File: src/rtl/add_serial_sched.sv
// -----------------------------------------------------------------------------
// add_serial_sched
//
// Round-robin scheduler that shares one bit-serial adder among N_REQ
// requesters. It handles one operation at a time:
//   IDLE  : picks a requester, latches its operands and its index.
//   ISSUE : pulses gnt and add_en for one cycle.
//   WAIT  : waits for add_done, then captures add_sum.
//   RESP  : presents the result on a valid/ready port.
// Every output is a register or is decoded from the state register only.
//
// Optional watchdog: define ADD_SERIAL_SCHED_WATCHDOG_EN. A WAIT with no
// add_done for TIMEOUT cycles then ends in RESP with rsp_sum=0, rsp_err=1.
// With the macro undefined, WAIT has no time limit and rsp_err is always 0.
//
// Ports
//   clk, rst          clock; asynchronous active-high reset
//   req[N_REQ]        level request per requester, held until gnt
//   a_in, b_in        packed operands, requester i at [i*WIDTH +: WIDTH]
//   gnt[N_REQ]        one-hot acceptance pulse, high during ISSUE
//   add_en            adder start pulse, high during ISSUE
//   add_a, add_b      latched operands driven to the adder
//   add_done, add_sum adder completion strobe and result
//   rsp_valid/ready   response handshake
//   rsp_id/sum/err    index of the response, its sum, watchdog abort flag
//   busy              high in every state except IDLE
// -----------------------------------------------------------------------------
module add_serial_sched #(
  parameter int N_REQ   = 4,
  parameter int WIDTH   = 8,
  parameter int TIMEOUT = 15
) (
  input  logic                       clk,
  input  logic                       rst,
  input  logic [N_REQ-1:0]           req,
  input  logic [N_REQ*WIDTH-1:0]     a_in,
  input  logic [N_REQ*WIDTH-1:0]     b_in,
  output logic [N_REQ-1:0]           gnt,
  output logic                       add_en,
  output logic [WIDTH-1:0]           add_a,
  output logic [WIDTH-1:0]           add_b,
  input  logic                       add_done,
  input  logic [WIDTH-1:0]           add_sum,
  output logic                       rsp_valid,
  input  logic                       rsp_ready,
  output logic [$clog2(N_REQ)-1:0]   rsp_id,
  output logic [WIDTH-1:0]           rsp_sum,
  output logic                       rsp_err,
  output logic                       busy
);

  localparam int IDW = $clog2(N_REQ);

  typedef enum logic [1:0] {
    S_IDLE,
    S_ISSUE,
    S_WAIT,
    S_RESP
  } state_t;

  state_t           state_q, state_d;
  logic [IDW-1:0]   ptr_q, ptr_d;
  logic [IDW-1:0]   rsp_id_q, rsp_id_d;
  logic [WIDTH-1:0] add_a_q, add_a_d;
  logic [WIDTH-1:0] add_b_q, add_b_d;
  logic [WIDTH-1:0] rsp_sum_q, rsp_sum_d;

`ifdef ADD_SERIAL_SCHED_WATCHDOG_EN
  localparam int WDW = $clog2(TIMEOUT + 1);
  logic [WDW-1:0] wd_cnt_q, wd_cnt_d;
  logic           rsp_err_q, rsp_err_d;
`endif

  // Round-robin pick: scan from the farthest offset back to ptr so the
  // requester closest to ptr (in wrap order) is the one left standing.
  logic           pick_valid;
  logic [IDW-1:0] pick_idx;
  logic [IDW-1:0] scan_idx;

  always_comb begin
    // NOTE: every signal assigned in a combinational block gets a default
    // first; a path that leaves one unassigned would infer a latch.
    pick_valid = 1'b0;
    pick_idx   = '0;
    scan_idx   = '0;
    for (int i = N_REQ - 1; i >= 0; i--) begin
      scan_idx = IDW'((int'(ptr_q) + i) % N_REQ);
      if (req[scan_idx]) begin
        pick_valid = 1'b1;
        pick_idx   = scan_idx;
      end
    end
  end

  always_comb begin
    state_d   = state_q;
    ptr_d     = ptr_q;
    rsp_id_d  = rsp_id_q;
    add_a_d   = add_a_q;
    add_b_d   = add_b_q;
    rsp_sum_d = rsp_sum_q;
`ifdef ADD_SERIAL_SCHED_WATCHDOG_EN
    wd_cnt_d  = wd_cnt_q;
    rsp_err_d = rsp_err_q;
`endif
    unique case (state_q)
      S_IDLE: begin
        if (pick_valid) begin
          add_a_d  = a_in[pick_idx*WIDTH +: WIDTH];
          add_b_d  = b_in[pick_idx*WIDTH +: WIDTH];
          rsp_id_d = pick_idx;
          state_d  = S_ISSUE;
        end
      end
      S_ISSUE: begin
        state_d = S_WAIT;
`ifdef ADD_SERIAL_SCHED_WATCHDOG_EN
        wd_cnt_d = '0;
`endif
      end
      S_WAIT: begin
        // A done strobe on the last allowed cycle beats the watchdog.
        if (add_done) begin
          rsp_sum_d = add_sum;
          state_d   = S_RESP;
`ifdef ADD_SERIAL_SCHED_WATCHDOG_EN
          rsp_err_d = 1'b0;
        end else if (wd_cnt_q == WDW'(TIMEOUT - 1)) begin
          rsp_sum_d = '0;
          rsp_err_d = 1'b1;
          state_d   = S_RESP;
        end else begin
          wd_cnt_d = wd_cnt_q + 1'b1;
`endif
        end
      end
      S_RESP: begin
        if (rsp_ready) begin
          ptr_d   = (rsp_id_q == IDW'(N_REQ - 1)) ? '0 : rsp_id_q + 1'b1;
          state_d = S_IDLE;
        end
      end
      default: state_d = S_IDLE;
    endcase
  end

  always_ff @(posedge clk or posedge rst) begin
    // NOTE: operand and result registers are reset along with the control
    // state, since every output must read 0 while rst is asserted.
    if (rst) begin
      state_q   <= S_IDLE;
      ptr_q     <= '0;
      rsp_id_q  <= '0;
      add_a_q   <= '0;
      add_b_q   <= '0;
      rsp_sum_q <= '0;
`ifdef ADD_SERIAL_SCHED_WATCHDOG_EN
      wd_cnt_q  <= '0;
      rsp_err_q <= 1'b0;
`endif
    end else begin
      // NOTE: state registers use non-blocking assignments so every flop
      // samples the values from before this edge, whatever the order.
      state_q   <= state_d;
      ptr_q     <= ptr_d;
      rsp_id_q  <= rsp_id_d;
      add_a_q   <= add_a_d;
      add_b_q   <= add_b_d;
      rsp_sum_q <= rsp_sum_d;
`ifdef ADD_SERIAL_SCHED_WATCHDOG_EN
      wd_cnt_q  <= wd_cnt_d;
      rsp_err_q <= rsp_err_d;
`endif
    end
  end

  // Outputs: registers or decodes of state_q only.
  assign gnt       = (state_q == S_ISSUE) ? (N_REQ'(1) << rsp_id_q) : '0;
  assign add_en    = (state_q == S_ISSUE);
  assign rsp_valid = (state_q == S_RESP);
  assign busy      = (state_q != S_IDLE);
  assign add_a     = add_a_q;
  assign add_b     = add_b_q;
  assign rsp_id    = rsp_id_q;
  assign rsp_sum   = rsp_sum_q;
`ifdef ADD_SERIAL_SCHED_WATCHDOG_EN
  assign rsp_err   = rsp_err_q;
`else
  assign rsp_err   = 1'b0;
`endif

endmodule

File: config.mk
export PLATFORM = sky130hd
export DESIGN_NAME = add_serial_sched
export DESIGN_NICKNAME = d
export VERILOG_FILES = /design/src/rtl/add_serial_sched.sv
export SDC_FILE = /design/constraint.sdc
export NUM_CORES = 1
export LEC_CHECK = 0
export BUFFER_PORTS_ARGS = -buffer_cell sky130_fd_sc_hd__buf_4
export CAP_MARGIN = 20
export CORE_AREA = 2 2 53 104
export DETAILED_ROUTE_END_ITERATION = 12
export DIE_AREA = 0 0 55 106
export PLACE_DENSITY = 0.75
export SYNTH_ARGS = -nofsm -noshare
export SYNTH_HDL_FRONTEND = slang
export SYNTH_SLANG_ARGS = --single-unit
File: constraint.sdc
create_clock -name clk -period 1.64 [get_ports clk]
set_input_delay 0.082 -clock clk [delete_from_list [all_inputs] [get_ports clk]]
set_output_delay 0.082 -clock clk [all_outputs]
set_load 0.005 [all_outputs]
==> impl_metrics.py <==
metrics = {
    "clock_tree": {
        "clk-insertion-delay-late_ps": 280,
        "clockBufferDepth": 2,
        "clk_pin_slew_ps": 70,
        "clock-sinks": 30,
        "cts_tree": "built",
        "numCtsBuffers": 5,
        "ctsRootBufferMaster": "clkbuf_8",
        "cts.htree.levels": 2,
    },
    "floorplan": {
        "floorplan.rows": 37,
        "dieArea_um2": 5830,
        "die_y_um": 106,
        "initial_core_util_pct": 38.2,
        "coreArea_um2": 5090,
        "io-pin-count": 114,
        "die_x_um": 55,
    },
    "timing": {
        "setup_viol": 0,
        "hold_viol": 0,
        "setup_tns_ps": 0,
        "min_period_ps": 1640,
        "tightest_slew_ps": 508,
        "rsz0062_at_grt": "true",
        "relSlewSlack_pct": 66.1,
        "skew_ps": 7.48,
        "max_freq_ghz": 0.610,
        "timing.hold.ws_ps": 35.0,
        "fin_crit_sh_pct": 100,
        "slew_violations": 0,
    },
    "logic_synthesis": {
        "syn_avg_cell_area_um2": 11.9,
        "synth_ff_type": "dfrtp_1",
        "synth_common_cells": "mux2i_1, dfrtp_1, nand2_1, o221ai_2, inv_1",
        "synthTopCellsByArea": "dfrtp_1, mux2i_1, o221ai_2",
        "synth_top_area_share_pct": 38.6,
        "synth.distinct_cells": 27,
        "yosysTopAreaCell": "dfrtp_1",
        "yosysWarnings": 0,
        "async_reset_ff_share_pct": 100,
        "synth-seq-area-share_pct": 38.6,
        "yosysMostFrequentCell": "mux2i_1",
        "netlist_instances": 163,
        "synth_area_um2": 1940,
        "synth_edf_count": 0,
        "synth_seq_cells": 30,
        "synth_nets": 252,
    },
    "pwr": {
        "ir_drop_uv": 953,
        "leakage_nw": 1.59,
        "pwr_density_cell_nw_per_um2": 1610,
    },
    "worst_setup_path": {
        "r2r_start": "ptr_q[0]",
        "path_class": "reg -> reg",
        "critPathBufInv": 2,
        "crit_end": "add_b[2]",
        "crit_top_cell": "buf_12",
        "cpPeakStageDelay_ps": 420,
        "cp.depth": 6,
        "r2r_end": "add_b[2]",
        "worst-path-max-fanout": 5,
        "path_cells": "o221a_4 > o22ai_4 > buf_12 > buf_12 > mux2i_4 > o221ai_4",
        "end_kind": "flop",
        "crit_path_start": "ptr_q[0]",
        "r2r.worst_path.cells": 6,
        "critPathSlowestCell": "dfrtp_1",
        "r2r_slack_ps": 0.6,
        "cp.required_ps": 1790,
        "critPathTopFamily": "compound AO/OA/AOI/OAI gates",
        "critPathLaunchType": "flop",
        "arrival_ps": 1790,
    },
    "routing": {
        "dr.pass1.iters": 4,
        "vias": 1785,
        "postRouteWirelength_um": 5770,
        "drt_iter0_drc": 35,
        "antenna_left": 0,
        "drc": 0,
        "drt-wirelength-per-cell_um": 16.7,
        "viasPerCell": 5.16,
    },
    "placement": {
        "placed_cell_area_um2": 2870,
        "dp_hpwl_um": 4210,
        "dp.cells": 334,
        "io_buffers": 112,
        "gp_congestion": 0.790,
    },
    "cells_and_area": {
        "final_cells": 346,
        "area_delta_synth_final_pct": 65.6,
        "final_area_um2": 3220,
        "drive_gt1_share_pct": 63.9,
        "diodes": 0,
        "nets": 378,
    },
    "grt": {
        "antenna_found_initial": 0,
        "grt_pass1_vias": 1868,
        "grt_max_degree": 31,
        "grt_pass1_wl_um": 8490,
        "grt-ovfl-total": 0,
        "grt_usage_pct": 20.0,
    },
    "outcome": {
        "outcome": "complete, no violations",
    },
    "worst_hold_path": {
        "hold_path_class": "in -> reg",
    },
    "job": {
        "cap_violations": 0,
    },
}
-- metal layers --
layer / vias up / global-route usage [%] / part of all wire, %
met5: - / 0 / 0
met4: 0 / 8.54 / 3.0
met3: 11 / 2.67 / 3.8
met2: 57 / 36.6 / 58
met1: 881 / 21.0 / 35
li1: 836 / - / -
-- layout by cell type, fill, tap and decap left out, types with 9 or more instances in the layout --
cell / netlist / final
dfrtp_1: 30 / 30
inv_1: 10 / 10
mux2i_2: 0 / 12
mux2i_1: 32 / 14
nand2_1: 23 / 23
o221ai_2: 16 / 15
buf_4: 2 / 117
mux2_2: 9 / 9
ha_1: 9 / 9
-- stage by stage --
stage	setup slack, ps	utilization (%)	power (W)
detailed placement	-73.7	56.4	0.00413
global placement	-26.5	56.4	0.00407
CTS	-8.24	60.1	0.00493
global route	-80.1	63.2	0.00553
finish	0.586	63.2	0.00519
floorplan	21.5	-	0.00302
-- power breakdown --
group	internal (W)	leakage (nW)	switching, W
logic	0.00186	1.18	0.00137
clock network	0.000323	0.0431	0.000271
registers	0.00112	0.366	0.000248
-- sequential cells by signal, indices dropped and copies added, names as in the netlist --
name     flops
rsp_id       2
ptr_q        2
rsp_sum      8
add_b        8
state_q      2
add_a        8
-- worst min-delay path by stage --
| stage | from | endpoint | slack [ps] | cells after the start |
|---|---|---|---|---|
| global route | add_sum[6] | rsp_sum[6] | 30 | 2 |
| global placement | rst | rsp_sum[7] | 190 | 3 |
| finish | add_sum[1] | rsp_sum[1] | 40 | 2 |
| CTS | add_sum[1] | rsp_sum[1] | 30 | 2 |
| floorplan | rst | add_a[0] | 170 | 1 |
| detailed placement | rst | rsp_sum[0] | 200 | 3 |
-- cell type report --
| class | count | area (um2) |
|---|---|---|
| well taps | 58 | 72.6 |
| flip-flops and latches | 30 | 751 |
| repair buffers | 129 | 1090 |
| fillers | 428 | 1870 |
| inverters | 10 | 37.5 |
| clock buffers | 6 | 82.6 |
| multi-input cells | 113 | 1180 |
-- timing repair --
| action | CTS | global route |
|---|---|---|
| hold buffers | 1 | 0 |
| gates cloned | 1 | 2 |
| setup endpoints to repair | 13 | 17 |
| resized for setup | 16 | 25 |
| endpoints found under the hold margin | 30 | 0 |
| setup buffers | 4 | 2 |
| pin swaps | 4 | 8 |
-- logic make-up after synthesis --
kind of cell,synth area share [%]
fa+ha+maj,5.79
other cells,0.193
flops,38.6
buf+inv,8.04
compound gates,17.3
mux,21.7
simple gates,8.37
No activity file was read; power rests on OpenSTA's default activity.
